<file path="src/rtl/multicycle_controller_if.sv">
// Control bus between the multicycle controller and the RV32I datapath.
// master: the controller (reads instruction fields / flags, drives control).
// slave:  the datapath (drives instruction fields / flags, reads control).
interface multicycle_controller_if;
    logic [6:0] op;
    logic [2:0] funct3;
    logic       zero;
    logic       mem_ready;
    logic       mem_req;
    logic       mem_we;
    logic       adr_src;
    logic       ir_write;
    logic       pc_write;
    logic       reg_write;
    logic [1:0] alu_src_a;
    logic [1:0] alu_src_b;
    logic [2:0] imm_src;
    logic [1:0] result_src;
    logic [2:0] alu_op;
    logic [3:0] state;
    logic       illegal;

    modport master (
        input  op, funct3, zero, mem_ready,
        output mem_req, mem_we, adr_src, ir_write, pc_write, reg_write,
               alu_src_a, alu_src_b, imm_src, result_src, alu_op, state, illegal
    );

    modport slave (
        output op, funct3, zero, mem_ready,
        input  mem_req, mem_we, adr_src, ir_write, pc_write, reg_write,
               alu_src_a, alu_src_b, imm_src, result_src, alu_op, state, illegal
    );
endinterface

</file>
<file path="src/rtl/multicycle_controller.sv">
// Multi-cycle control FSM for the shared-memory RV32I core.
// Sequences fetch/decode/execute/memory/writeback, drives datapath selects,
// waits on a variable-latency memory, and traps on unsupported opcodes.
// Optional macro PERF_CNT_EN adds cycle_cnt / instret_cnt outputs.
module multicycle_controller #(
    parameter int RESET_PC_HOLD = 1
) (
    input  logic clk,
    input  logic rst_n,
    multicycle_controller_if.master bus
`ifdef PERF_CNT_EN
    ,
    output logic [31:0] cycle_cnt,
    output logic [31:0] instret_cnt
`endif
);

    typedef enum logic [3:0] {
        S_RESET    = 4'd0,
        S_FETCH    = 4'd1,
        S_DECODE   = 4'd2,
        S_MEMADR   = 4'd3,
        S_MEMREAD  = 4'd4,
        S_MEMWB    = 4'd5,
        S_MEMWRITE = 4'd6,
        S_EXECR    = 4'd7,
        S_EXECI    = 4'd8,
        S_ALUWB    = 4'd9,
        S_BRANCH   = 4'd10,
        S_JAL      = 4'd11,
        S_JALR     = 4'd12,
        S_LUI      = 4'd13,
        S_AUIPC    = 4'd14,
        S_TRAP     = 4'd15
    } state_e;

    localparam logic [6:0] OP_LOAD  = 7'b0000011;
    localparam logic [6:0] OP_STORE = 7'b0100011;
    localparam logic [6:0] OP_R     = 7'b0110011;
    localparam logic [6:0] OP_I     = 7'b0010011;
    localparam logic [6:0] OP_BR    = 7'b1100011;
    localparam logic [6:0] OP_JAL   = 7'b1101111;
    localparam logic [6:0] OP_JALR  = 7'b1100111;
    localparam logic [6:0] OP_LUI   = 7'b0110111;
    localparam logic [6:0] OP_AUIPC = 7'b0010111;

    // Last hold-counter value seen in RESET before moving on to FETCH.
    localparam logic [3:0] HOLD_LAST = 4'(RESET_PC_HOLD - 1);

    state_e     state_q, state_d;
    logic [3:0] hold_q, hold_d;

    logic       mem_req, mem_we, adr_src, ir_write, pc_write, reg_write, illegal;
    logic [1:0] alu_src_a, alu_src_b, result_src;
    logic [2:0] imm_src, alu_op;
    logic       taken;

    // beq/bge/bgeu take on zero; bne/blt/bltu take on !zero (ALU gives 1 on less).
    assign taken = zero_inv_sel() ? ~bus.zero : bus.zero;

    function automatic logic zero_inv_sel();
        return bus.funct3[2] ^ bus.funct3[0];
    endfunction

    // State register and post-reset hold counter; reset lands in RESET at once.
    always_ff @(posedge clk or negedge rst_n) begin
        if (!rst_n) begin
            state_q <= S_RESET;
            hold_q  <= '0;
        end else begin
            state_q <= state_d;
            hold_q  <= hold_d;
        end
    end

    // Next-state and state-decoded control outputs (Moore, except FETCH/BRANCH writes).
    always_comb begin
        state_d    = state_q;
        hold_d     = '0;
        mem_req    = 1'b0;
        mem_we     = 1'b0;
        adr_src    = 1'b0;
        ir_write   = 1'b0;
        pc_write   = 1'b0;
        reg_write  = 1'b0;
        alu_src_a  = 2'b00;
        alu_src_b  = 2'b00;
        imm_src    = 3'b000;
        result_src = 2'b00;
        alu_op     = 3'b000;
        illegal    = 1'b0;
        case (state_q)
            S_RESET: begin
                hold_d = hold_q + 4'd1;
                if (hold_q == HOLD_LAST) state_d = S_FETCH;
            end
            S_FETCH: begin
                mem_req    = 1'b1;
                alu_src_b  = 2'b10;
                result_src = 2'b10;
                ir_write   = bus.mem_ready;
                pc_write   = bus.mem_ready;
                if (bus.mem_ready) state_d = S_DECODE;
            end
            S_DECODE: begin
                // Branch/jump target is precomputed into ALUOut here.
                alu_src_a = 2'b01;
                alu_src_b = 2'b01;
                imm_src   = (bus.op == OP_JAL) ? 3'b011 : 3'b010;
                case (bus.op)
                    OP_LOAD, OP_STORE: state_d = S_MEMADR;
                    OP_R:              state_d = S_EXECR;
                    OP_I:              state_d = S_EXECI;
                    OP_BR:             state_d = (bus.funct3[2:1] == 2'b01) ? S_TRAP : S_BRANCH;
                    OP_JAL:            state_d = S_JAL;
                    OP_JALR:           state_d = S_JALR;
                    OP_LUI:            state_d = S_LUI;
                    OP_AUIPC:          state_d = S_AUIPC;
                    default:           state_d = S_TRAP;
                endcase
            end
            S_MEMADR: begin
                alu_src_a = 2'b10;
                alu_src_b = 2'b01;
                imm_src   = (bus.op == OP_STORE) ? 3'b001 : 3'b000;
                state_d   = (bus.op == OP_STORE) ? S_MEMWRITE : S_MEMREAD;
            end
            S_MEMREAD: begin
                mem_req = 1'b1;
                adr_src = 1'b1;
                if (bus.mem_ready) state_d = S_MEMWB;
            end
            S_MEMWB: begin
                result_src = 2'b01;
                reg_write  = 1'b1;
                state_d    = S_FETCH;
            end
            S_MEMWRITE: begin
                mem_req = 1'b1;
                mem_we  = 1'b1;
                adr_src = 1'b1;
                if (bus.mem_ready) state_d = S_FETCH;
            end
            S_EXECR: begin
                alu_src_a = 2'b10;
                alu_op    = 3'b010;
                state_d   = S_ALUWB;
            end
            S_EXECI: begin
                alu_src_a = 2'b10;
                alu_src_b = 2'b01;
                alu_op    = 3'b010;
                state_d   = S_ALUWB;
            end
            S_ALUWB: begin
                reg_write = 1'b1;
                state_d   = S_FETCH;
            end
            S_BRANCH: begin
                alu_src_a = 2'b10;
                alu_op    = 3'b001;
                pc_write  = taken;
                state_d   = S_FETCH;
            end
            S_JAL: begin
                // PC <- ALUOut (target); ALU computes OldPC+4 for the link write.
                alu_src_a = 2'b01;
                alu_src_b = 2'b10;
                pc_write  = 1'b1;
                state_d   = S_ALUWB;
            end
            S_JALR: begin
                alu_src_a = 2'b10;
                alu_src_b = 2'b01;
                state_d   = S_JAL;
            end
            S_LUI: begin
                imm_src    = 3'b100;
                result_src = 2'b11;
                reg_write  = 1'b1;
                state_d    = S_FETCH;
            end
            S_AUIPC: begin
                alu_src_a = 2'b01;
                alu_src_b = 2'b01;
                imm_src   = 3'b100;
                state_d   = S_ALUWB;
            end
            S_TRAP: begin
                illegal = 1'b1;
            end
            default: state_d = S_TRAP;
        endcase
    end

    assign bus.mem_req    = mem_req;
    assign bus.mem_we     = mem_we;
    assign bus.adr_src    = adr_src;
    assign bus.ir_write   = ir_write;
    assign bus.pc_write   = pc_write;
    assign bus.reg_write  = reg_write;
    assign bus.alu_src_a  = alu_src_a;
    assign bus.alu_src_b  = alu_src_b;
    assign bus.imm_src    = imm_src;
    assign bus.result_src = result_src;
    assign bus.alu_op     = alu_op;
    assign bus.state      = state_q;
    assign bus.illegal    = illegal;

`ifdef PERF_CNT_EN
    logic [31:0] cycle_cnt_q, cycle_cnt_d;
    logic [31:0] instret_cnt_q, instret_cnt_d;

    // Cycles outside RESET; retirements are entries into FETCH from a real instruction.
    always_comb begin
        cycle_cnt_d   = cycle_cnt_q;
        instret_cnt_d = instret_cnt_q;
        if (state_q != S_RESET) cycle_cnt_d = cycle_cnt_q + 32'd1;
        if (state_d == S_FETCH && state_q != S_FETCH && state_q != S_RESET)
            instret_cnt_d = instret_cnt_q + 32'd1;
    end

    // Performance counter registers, wrap modulo 2^32.
    always_ff @(posedge clk or negedge rst_n) begin
        if (!rst_n) begin
            cycle_cnt_q   <= '0;
            instret_cnt_q <= '0;
        end else begin
            cycle_cnt_q   <= cycle_cnt_d;
            instret_cnt_q <= instret_cnt_d;
        end
    end

    assign cycle_cnt   = cycle_cnt_q;
    assign instret_cnt = instret_cnt_q;
`endif

endmodule

</file>
<file path="src/flat_wrapper.sv">
// flat-port wrapper written by rule: the top's interface ports become plain ports
module multicycle_controller_flat 
#(
    parameter int RESET_PC_HOLD = 1
)
  (clk, rst_n, bus_op, bus_funct3, bus_zero, bus_mem_ready, bus_mem_req, bus_mem_we, bus_adr_src, bus_ir_write, bus_pc_write, bus_reg_write, bus_alu_src_a, bus_alu_src_b, bus_imm_src, bus_result_src, bus_alu_op, bus_state, bus_illegal);
  multicycle_controller_if bus_i ();
  input  logic clk;
  input  logic rst_n;
  input wire logic [$bits(bus_i.op)-1:0] bus_op;
  input wire logic [$bits(bus_i.funct3)-1:0] bus_funct3;
  input wire logic [$bits(bus_i.zero)-1:0] bus_zero;
  input wire logic [$bits(bus_i.mem_ready)-1:0] bus_mem_ready;
  output wire logic [$bits(bus_i.mem_req)-1:0] bus_mem_req;
  output wire logic [$bits(bus_i.mem_we)-1:0] bus_mem_we;
  output wire logic [$bits(bus_i.adr_src)-1:0] bus_adr_src;
  output wire logic [$bits(bus_i.ir_write)-1:0] bus_ir_write;
  output wire logic [$bits(bus_i.pc_write)-1:0] bus_pc_write;
  output wire logic [$bits(bus_i.reg_write)-1:0] bus_reg_write;
  output wire logic [$bits(bus_i.alu_src_a)-1:0] bus_alu_src_a;
  output wire logic [$bits(bus_i.alu_src_b)-1:0] bus_alu_src_b;
  output wire logic [$bits(bus_i.imm_src)-1:0] bus_imm_src;
  output wire logic [$bits(bus_i.result_src)-1:0] bus_result_src;
  output wire logic [$bits(bus_i.alu_op)-1:0] bus_alu_op;
  output wire logic [$bits(bus_i.state)-1:0] bus_state;
  output wire logic [$bits(bus_i.illegal)-1:0] bus_illegal;
  assign bus_i.op = bus_op;
  assign bus_i.funct3 = bus_funct3;
  assign bus_i.zero = bus_zero;
  assign bus_i.mem_ready = bus_mem_ready;
  assign bus_mem_req = bus_i.mem_req;
  assign bus_mem_we = bus_i.mem_we;
  assign bus_adr_src = bus_i.adr_src;
  assign bus_ir_write = bus_i.ir_write;
  assign bus_pc_write = bus_i.pc_write;
  assign bus_reg_write = bus_i.reg_write;
  assign bus_alu_src_a = bus_i.alu_src_a;
  assign bus_alu_src_b = bus_i.alu_src_b;
  assign bus_imm_src = bus_i.imm_src;
  assign bus_result_src = bus_i.result_src;
  assign bus_alu_op = bus_i.alu_op;
  assign bus_state = bus_i.state;
  assign bus_illegal = bus_i.illegal;
  multicycle_controller #(.RESET_PC_HOLD(RESET_PC_HOLD)) u_core (.clk(clk), .rst_n(rst_n), .bus(bus_i));
endmodule
</file>
<file path="config.mk">
export PLATFORM = sky130hd
export DESIGN_NAME = multicycle_controller_flat
export DESIGN_NICKNAME = d
export VERILOG_FILES = /design/src/rtl/multicycle_controller_if.sv /design/src/rtl/multicycle_controller.sv /design/src/flat_wrapper.sv
export SDC_FILE = /design/constraint.sdc
export NUM_CORES = 1
export LEC_CHECK = 0
export CAP_MARGIN = 20
export CORE_MARGIN = 2
export CORE_UTILIZATION = 37
export DETAILED_ROUTE_END_ITERATION = 10
export GPL_TIMING_DRIVEN = 0
export PLACE_DENSITY = 0.75
export SLEW_MARGIN = 20
export SYNTH_ARGS = -nofsm -noshare
export SYNTH_HDL_FRONTEND = slang
export SYNTH_SLANG_ARGS = --single-unit
</file>
<file path="constraint.sdc">
create_clock -name clk -period 1.5 [get_ports clk]
set_clock_uncertainty 0.2 [all_clocks]
set_input_delay 0.3 -clock clk [delete_from_list [all_inputs] [get_ports clk]]
set_output_delay 0.3 -clock clk [all_outputs]
set_load 0.01 [all_outputs]
</file>
==> flow_metrics.env <==
export IMPL_run_status="complete, but fails checks"
export IMPL_failed_checks="setup timing"
export IMPL_holdBufCountCts=0
export IMPL_grt_max_degree=11
export IMPL_routed_via_density=6.09
export IMPL_final_min_period_over_clock_period=1.38
export IMPL_max_cap_viol_count=0
export IMPL_synth_net_count=133
export IMPL_io_buffers=34
export IMPL_vias=1382
export IMPL_dpl_hpwl_um=2000
export IMPL_fin_nets=216
export IMPL_layout_cells_non_filler=227
export IMPL_clock_fmax_mhz=482
export IMPL_clock_root_buffer="clkbuf_4"
export IMPL_ctsLongestPathBuffers=2
export IMPL_part_of_the_total_power_dissipated_in_the_clock_network=0.052
export IMPL_numClockSinks=8
export IMPL_synth_top_cell_area_share=0.240
export IMPL_antenna_left=0
export IMPL_share_seq_of_total_power=0.091
export IMPL_finalSetupViolCount=26
export IMPL_worstPathRequired_ns=1.00
export IMPL_cts_htree_levels=1
export IMPL_number_of_detailed_routing_iterations_run_before_antenna_repair=4
export IMPL_syn_instance_count=117
export IMPL_dr_first_iter_drc_count=51
export IMPL_synthArstFlopShare=1.00
export IMPL_post_layout_min_period_ns=2.07
export IMPL_power_density_mw_per_mm2=2100
export IMPL_floorplan_die_area_mm2=0.00266
export IMPL_initial_utilization=0.385
export IMPL_fp_dieH_um=51.5
export IMPL_synthTopCellsByArea="dfrtp_1, nor2_1, nand2_1"
export IMPL_yosysTopAreaCell="dfrtp_1"
export IMPL_worst_setup_start_kind="flip-flop"
export IMPL_grt_antenna_before_repair=0
export IMPL_yosys_cell_types_count=41
export IMPL_gr_usage_all_layers=0.297
export IMPL_cts_inserted_buffers=3
export IMPL_place_congestion=0.848
export IMPL_synth_seq_cells=8
export IMPL_fillerInstances=83
export IMPL_power_switching_w=0.00201
export IMPL_row_count=17
export IMPL_skew_pair_late_insertion_delay_ns=0.30
export IMPL_cts_tree="done"
export IMPL_avgSynthCellArea_um2=7.14
export IMPL_drive_gt1_frac=0.628
export IMPL_post_route_util=0.918
export IMPL_critical_path_endpoint_type="output pin"
export IMPL_first_global_vias=1173
export IMPL_pin_count=37
export IMPL_leakage_nw=0.869
export IMPL_ir_worst_vdd_mv=1.56
export IMPL_timing_final_ws_setup_ns=-0.573
export IMPL_pwr_share_comb=0.857
export IMPL_slew_violations=0
export IMPL_post_drt_wl_per_cell_um=22.5
export IMPL_synth_seq_area_share=0.240
export IMPL_timing_critical_path_arrival_ns=1.57
export IMPL_hold_ws_ns=0.0728
export IMPL_areaGrowthSynthToFinish_pct=138
export IMPL_design_core_area_mm2=0.00217
export IMPL_ys_warnings=0
export IMPL_fp_dieW_um=51.5
export IMPL_totalNegativeSetupSlack_ns=-9.27
export IMPL_clk_pin_slew_worst_paths_ns=0.09
export IMPL_globalRoute_totalOverflow=0
export IMPL_worstSetupPathType="flip-flop to output pin"
export IMPL_netlist_area_um2=836
export IMPL_timing_final_hold_violations=0
export IMPL_grt_pass1_wl_um=5790
export IMPL_total_length_of_routed_wires_um=5120
export IMPL_cp_max_fo=8
export IMPL_swShare=0.480
export IMPL_timing_hold_worst_class="input pin to async pin"
export IMPL_num_antenna_cells=0
export IMPL_synth_edff_count=0
export IMPL_power_internal_w=0.00218
export IMPL_worst_setup_timing_slack_at_the_placement_stage_ns=-1.10
export IMPL_rsz0062_at_grt="yes"
export IMPL_yosys_most_used_dff="dfrtp_1"
export IMPL_place_inst=179
export IMPL_remaining_drc_errors=0
## worst max-delay path: stages, from the launching register on
cell and delay [ns]:
dfrtp_2 0.46, buf_8 0.16, nor2_4 0.19, nand2_2 0.12
nor4_4 0.14, buf_2 0.18
## synth_stat cells, types with 2 or more instances
library cell / n
o21ai_0: 2
nor3b_1: 2
xor2_1: 3
inv_1: 4
nand2b_1: 4
xnor2_1: 2
dfrtp_1: 8
nor3_1: 2
nand3_1: 5
ha_1: 2
clkbuf_1: 3
a31oi_1: 3
o32ai_1: 2
nand2_1: 14
a21oi_1: 9
buf_2: 3
nand3b_1: 2
nor4_1: 2
nor2_1: 23
## worst paths after layout
| check | start | endpoint | slack [ns] | cells past startpoint |
|---|---|---|---|---|
| min in group clk | u_core.hold_q[0]$_DFF_PN0_ | u_core.hold_q[0]$_DFF_PN0_ | 0.42 | 2 |
| max reg2reg | u_core.hold_q[1]$_DFF_PN0_ | u_core.bus.state[1]$_DFFE_PN0P_ | -0.38 | 6 |
| min | rst_n | u_core.hold_q[3]$_DFF_PN0_ | 0.07 | 1 |
| max in group asynchronous | rst_n | u_core.bus.state[1]$_DFFE_PN0P_ | 0.69 | 1 |
| max | u_core.bus.state[2]$_DFFE_PN0P_ | bus_imm_src[0] | -0.57 | 5 |
| min reg2reg | u_core.hold_q[0]$_DFF_PN0_ | u_core.hold_q[0]$_DFF_PN0_ | 0.42 | 2 |
## area by class of cell
cell class / count / area, µm² / share of cell area
Tap cell: 28 / 35.0 / 0.0176
Sequential cell: 8 / 204 / 0.102
Timing Repair Buffer: 78 / 718 / 0.361
Multi-Input combinational cell: 96 / 870 / 0.437
Buffer: 7 / 93.8 / 0.0471
Clock buffer: 4 / 26.3 / 0.0132
Inverter: 5 / 35.0 / 0.0176
Timing Repair inverter: 1 / 8.76 / 0.00440
## registers in the layout (all words and copies together) (netlist names)
| register | count |
|---|---|
| u_core.bus.state | 4 |
| u_core.hold_q | 4 |
## power by group through the flow
| stage | Clock (W) | Combinational, W | Sequential, W |
|---|---|---|---|
| after detailed placement | 0 | 0.00173 | 0.000358 |
| final | 0.000218 | 0.00359 | 0.000382 |
| after global placement | 0 | 0.00169 | 0.000355 |
| after floorplan | 0 | 0.00105 | 0.000366 |
| after CTS | 0.000194 | 0.00240 | 0.000347 |
| after global routing | 0.000225 | 0.00370 | 0.000382 |
## per-layer routing
layer	wire length [µm]	vias up	GRT usage
li1	-	578	-
met3	412	36	0.0661
met4	291	0	0.114
met1	1930	657	0.360
met5	0	-	0
met2	2480	111	0.511
## what timing repair did
item | CTS | global route
cloned | 1 | 1
buffers inserted | 22 | 22
endpoints found under the setup margin | 26 | 29
gates resized for setup | 135 | 53
pin swaps | 17 | 22
## placed cells by master, fill, tap and decap left out, types with 2 or more instances in the layout
master,n
buf_4,25
xnor2_1,2
buf_6,25
ha_1,2
nand2_1,6
nor2_4,9
dfrtp_1,5
nand3_1,2
nor2_1,11
nand2b_4,2
clkbuf_4,3
clkdlybuf4s50_1,5
dfrtp_2,3
buf_12,2
xor2_1,3
nand2b_1,2
nand2_2,3
a31oi_1,3
inv_1,3
nor2_2,3
buf_2,13
nand2_8,4
a21oi_4,2
nand3_2,2
buf_8,4
dlygate4sd2_1,8
a21oi_2,6
nand3b_1,2
## logic make-up (layout without fill, tap and decap cells)
group,after synthesis,in the layout,synth area share
and+or+nand+nor,60,60,0.344
AOI/OAI and AO/OA,25,25,0.201
DFF,8,8,0.240
xor gates and xnor gates,6,6,0.0793
adders and majority gates,2,2,0.0299
other,1,1,0.00449
muxes,2,2,0.0254
buffers and inverters,13,95,0.0763
## metrics by stage
step	total power (W)	area, µm²
CTS	0.00294	1610
finish	0.00419	1990
detailed placement	0.00209	1300
floorplan	0.00141	926
global placement	0.00205	1300
global route	0.00431	1990
No activity file was read; power rests on OpenSTA's default activity.
